===== src/rtl/lifo_cmd_ctrl.sv =====
`default_nettype none
// +--------------------------------------------------------------------------+
// | lifo_cmd_ctrl: push/pop command front-end for an external LIFO stack,    |
// | with a shadow level counter; LIFO_CMD_ERR_CNT_EN adds err_cnt. Rev 1.0   |
// +--------------------------------------------------------------------------+
module lifo_cmd_ctrl #(
  parameter int DEPTH = 16,
  parameter int DW    = 4
) (
  input  logic                     Clk,
  input  logic                     Rst,
  input  logic                     cmd_valid,
  output logic                     cmd_ready,
  input  logic                     cmd_op,
  input  logic [DW-1:0]            cmd_data,
  output logic                     rsp_valid,
  input  logic                     rsp_ready,
  output logic [DW-1:0]            rsp_data,
  output logic                     rsp_err,
  output logic                     stk_en,
  output logic                     stk_rw,
  output logic [DW-1:0]            stk_din,
  input  logic [DW-1:0]            stk_dout,
  input  logic                     stk_full,
  input  logic                     stk_empty,
  output logic [$clog2(DEPTH):0]   level
`ifdef LIFO_CMD_ERR_CNT_EN
  ,
  output logic [7:0]               err_cnt
`endif
);

  localparam int LW = $clog2(DEPTH) + 1;
  localparam logic [LW-1:0] c_depth = LW'(DEPTH);
  localparam logic [LW-1:0] c_one   = LW'(1);

  typedef enum logic [1:0] {
    IDLE  = 2'd0,
    ISSUE = 2'd1,
    WAIT  = 2'd2,
    RESP  = 2'd3
  } state_t;

  state_t          r_state;
  logic            r_op;
  logic [DW-1:0]   r_data;
  logic            w_reject;

  // Decided in the ISSUE cycle itself so the flags seen are the current ones.
  assign w_reject = r_op ? ((level == '0) || stk_empty)
                         : ((level == c_depth) || stk_full);

  assign stk_en  = (r_state == ISSUE) && !w_reject;
  assign stk_rw  = stk_en && r_op;
  assign stk_din = stk_en ? r_data : '0;

  always_ff @(posedge Clk or posedge Rst) begin
    if (Rst) begin
      r_state   <= IDLE;
      r_op      <= 1'b0;
      r_data    <= '0;
      level     <= '0;
      cmd_ready <= 1'b0;
      rsp_valid <= 1'b0;
      rsp_err   <= 1'b0;
      rsp_data  <= '0;
    end else begin
      case (r_state)
        IDLE: begin
          if (cmd_valid && cmd_ready) begin
            r_op      <= cmd_op;
            r_data    <= cmd_data;
            cmd_ready <= 1'b0;
            r_state   <= ISSUE;
          end else begin
            cmd_ready <= 1'b1;
          end
        end
        ISSUE: begin
          if (w_reject) begin
            rsp_err   <= 1'b1;
            rsp_valid <= 1'b1;
            rsp_data  <= '0;
            r_state   <= RESP;
          end else begin
            level   <= r_op ? (level - c_one) : (level + c_one);
            r_state <= WAIT;
          end
        end
        WAIT: begin
          rsp_data  <= r_op ? stk_dout : '0;
          rsp_valid <= 1'b1;
          r_state   <= RESP;
        end
        RESP: begin
          if (rsp_ready) begin
            rsp_valid <= 1'b0;
            rsp_err   <= 1'b0;
            rsp_data  <= '0;
            cmd_ready <= 1'b1;
            r_state   <= IDLE;
          end
        end
        default: r_state <= IDLE;
      endcase
    end
  end

`ifdef LIFO_CMD_ERR_CNT_EN
  always_ff @(posedge Clk or posedge Rst) begin
    if (Rst) begin
      err_cnt <= 8'd0;
    end else if ((r_state == ISSUE) && w_reject && (err_cnt != 8'hFF)) begin
      err_cnt <= err_cnt + 8'd1;
    end
  end
`endif

endmodule
`default_nettype wire


===== config.mk =====
export PLATFORM = sky130hd
export DESIGN_NAME = lifo_cmd_ctrl
export DESIGN_NICKNAME = d
export VERILOG_FILES = /design/src/rtl/lifo_cmd_ctrl.sv
export SDC_FILE = /design/constraint.sdc
export NUM_CORES = 1
export LEC_CHECK = 0
export ABC_AREA = 1
export CORE_MARGIN = 1
export CORE_UTILIZATION = 40
export CTS_BUF_LIST = sky130_fd_sc_hd__clkbuf_2 sky130_fd_sc_hd__clkbuf_4 sky130_fd_sc_hd__clkbuf_8
export CTS_CLUSTER_SIZE = 20
export DETAILED_ROUTE_END_ITERATION = 8
export PLACE_DENSITY_LB_ADDON = 0.3
export SLEW_MARGIN = 20
export SYNTH_ARGS = -nofsm -noshare
export SYNTH_HDL_FRONTEND = slang
export SYNTH_SLANG_ARGS = --single-unit

===== constraint.sdc =====
create_clock -name Clk -period 2.1 [get_ports Clk]
set_input_delay 0.525 -clock Clk [delete_from_list [all_inputs] [get_ports Clk]]
set_output_delay 0.525 -clock Clk [all_outputs]
set_load 0.05 [all_outputs]

==> impl_results.md <==
- Status: complete, no violations
- 1st-pass router iterations: 4
- Crit path kind: flop to primary output
- Lkg Pwr: 0.813 nW
- H-tree depth: 1
- Final Hold Viols: 0
- Initial Util: 43.4%
- Area grow syn2layout: 46.3%
- Yosys cell types: 22
- Critical path's slowest cell: clkdlybuf4s50_1
- I/O Buffers: 32
- Maximum VDD drop: 0.992 mV
- Clock latency on the worst-skew pair: 0.28 ns
- Final Max Tran Viols: 0
- Setup skew after layout: 0.00245 ns
- Most common cell after layout, fill and taps aside: nand2_1
- Non-Filler Instances: 205
- Final wirelength: 2310 um
- Die Y: 54.6 um
- Final Hold Slack: 0.485 ns
- Worst Hold Class: flop to flop
- PD cells: 1760 mW/mm^2
- Crit path buffers/inverters: 1
- Initial antenna violation count: 0
- Gr usage total: 17.6%
- CTS tree: done
- Synth Warn #: 0
- Diode count: 0
- Setup TNS: 0 ns
- Required @ worst endpoint: 1.57 ns
- Die area: 0.00298 mm^2
- Num CTS Buffers: 3
- Clk sinks: 19
- Inst Count DP: 199
- Placed Area: 0.00153 mm^2
- Vias per cell: 4.82
- Maxcap violations: 0
- Root buf cell: clkbuf_4
- Slowest stage delay, CP: 0.81 ns
- RSZ-0062 raised after global routing: true
- Netlist Area Pre-Place: 0.00110 mm^2
- Row count: 18
- Die W: 54.6 um
- Final #Nets: 199
- Synthesized instance count: 135
- Worst Tran Pin Value: 0.500 ns
- Register area share after synthesis: 43.0%
- First-pass GRT wire length: 3710 um
- GP Congestion: 0.853
- Critical Path Fanout Max: 4
- WL/cell: 11.3 um
- Crit path cell chain: clkdlybuf4s50_1
- Io pins: 33
- Remaining DRCs: 0
- Clock slew at reported path FFs: 0.11 ns
- CP startpoint kind: flop
- Fill count: 215
- 1st-iter DRT viols: 17
- Period utilization: 96.0%
- CP delay by family, top: buffers and inverters
- Worst EP arrival: 1.49 ns
- Syn nets: 158
- Final Critical Period: 2.02 ns
- Largest net degree at the start of global routing: 14
- Post-route cell area: 0.00162 mm^2
- Via count: 989
- Max-slew headroom: 66.6%
- Setup violation total in the final timing report: 0
- Layout cell share with drive strength beyond 1: 22.3%
- Mean Syn Cell Area: 8.18 um^2
- Crit. End Element: primary output
- Commonest non-fill, non-tap cells in the layout: nand2_1 (29), clkdlybuf4s50_1 (19), inv_1 (18)
- Grt ovf: 0
- Final core occ: 63.5%
- Flops & latches, synth: 19
- Vias in the first global route: 896
- Max Freq: 496 MHz
- Post-DRT Antenna Nets: 0
- Core Box Area: 0.00254 mm^2
- Clk buf depth: 2
- Detailed Place HPWL: 1760 um
## layout make-up
cell class / count / area, um^2 / share of cell area, %
multi-input cells: 94 / 581 / 35.9
repair buffers: 37 / 410 / 25.4
clock buffers: 4 / 30.0 / 1.86
flip-flops and latches: 19 / 479 / 29.6
well taps: 30 / 37.5 / 2.32
inverters: 21 / 78.8 / 4.88
## synthesized netlist by cell type
cell type  number  area share (%)
xor2_1          2             1.6
fa_1            1             1.8
o21ai_0         7             3.2
or2_1           1            0.57
ha_1            7             7.9
nand2_1        29             9.9
nor2_1         17             5.8
inv_1          18             6.1
dfrtp_1        19              43
inv_2           3             1.0
nand2_2         1            0.57
nand3_2         1            0.91
nand2_8         1             1.8
o21ai_1         2            0.91
xnor2_1         2             1.6
nand3_1         6             2.7
nor2_2          3             1.7
nand4_1         4             2.3
buf_8           1             1.4
nand2_4         1             1.0
a21oi_1         8             3.6
o21bai_1        1            0.68
## cell families after synthesis
group           after synthesis  share of synthesized area, %
compound gates               18                          8.38
xor+xnor                      4                          3.17
fa+ha+maj                     8                          9.74
buf+inv                      22                          8.49
flops                        19                          43.0
simple gates                 64                          27.2
## registers in the layout, indices dropped and copies added, names as in the netlist
register	cells
cmd_ready	1
r_data	4
rsp_valid	1
level	5
rsp_data	4
rsp_err	1
r_op	1
r_state	2
## power breakdown
| group | total [mW] | internal (mW) | switching [mW] |
|---|---|---|---|
| Clock | 0.192 | 0.0865 | 0.106 |
| Combinational | 1.94 | 0.733 | 1.21 |
| Sequential | 0.710 | 0.548 | 0.162 |
| Total | 2.84 | 1.37 | 1.48 |
## final timing paths
check                              to  cells after the start        from  slack [ns]
hold reg to reg             rsp_valid                      2   rsp_valid        0.49
max in group asynchronous   r_data[2]                      3         Rst        1.09
hold / removal              rsp_valid                      2   rsp_valid        0.49
min in group asynchronous  r_state[1]                      2         Rst        0.52
setup reg to reg           r_state[0]                      9  r_state[0]        0.46
setup / recovery            cmd_ready                      1   cmd_ready        0.08
## routing by layer
metal / part of all wire (%) / wire, um / global-route usage, % / vias to the layer above
met5: 0 / 0 / 0 / -
li1: - / - / - / 502
met3: 3.5 / 81 / 2.50 / 2
met2: 48 / 1110 / 28.3 / 18
met4: 0.56 / 13 / 5.98 / 0
met1: 48 / 1110 / 24.0 / 467
## stage by stage
stage / power (mW) / worst slack [ns]
after floorplan: 2.01 / -0.0715
after global routing: 3.07 / -0.00463
final: 2.84 / 0.0847
after CTS: 2.77 / -0.0173
after detailed placement: 2.58 / -0.0215
after global placement: 2.53 / -0.0102
## repair_timing
action | in CTS | in global routing
buffers inserted | 0 | 2
resized for setup | 1 | 9
setup endpoints to repair | 5 | 5
hold buffers | 0 | 0
pin swaps | 0 | 6
Note: power is estimated with default switching activity, not from simulation.
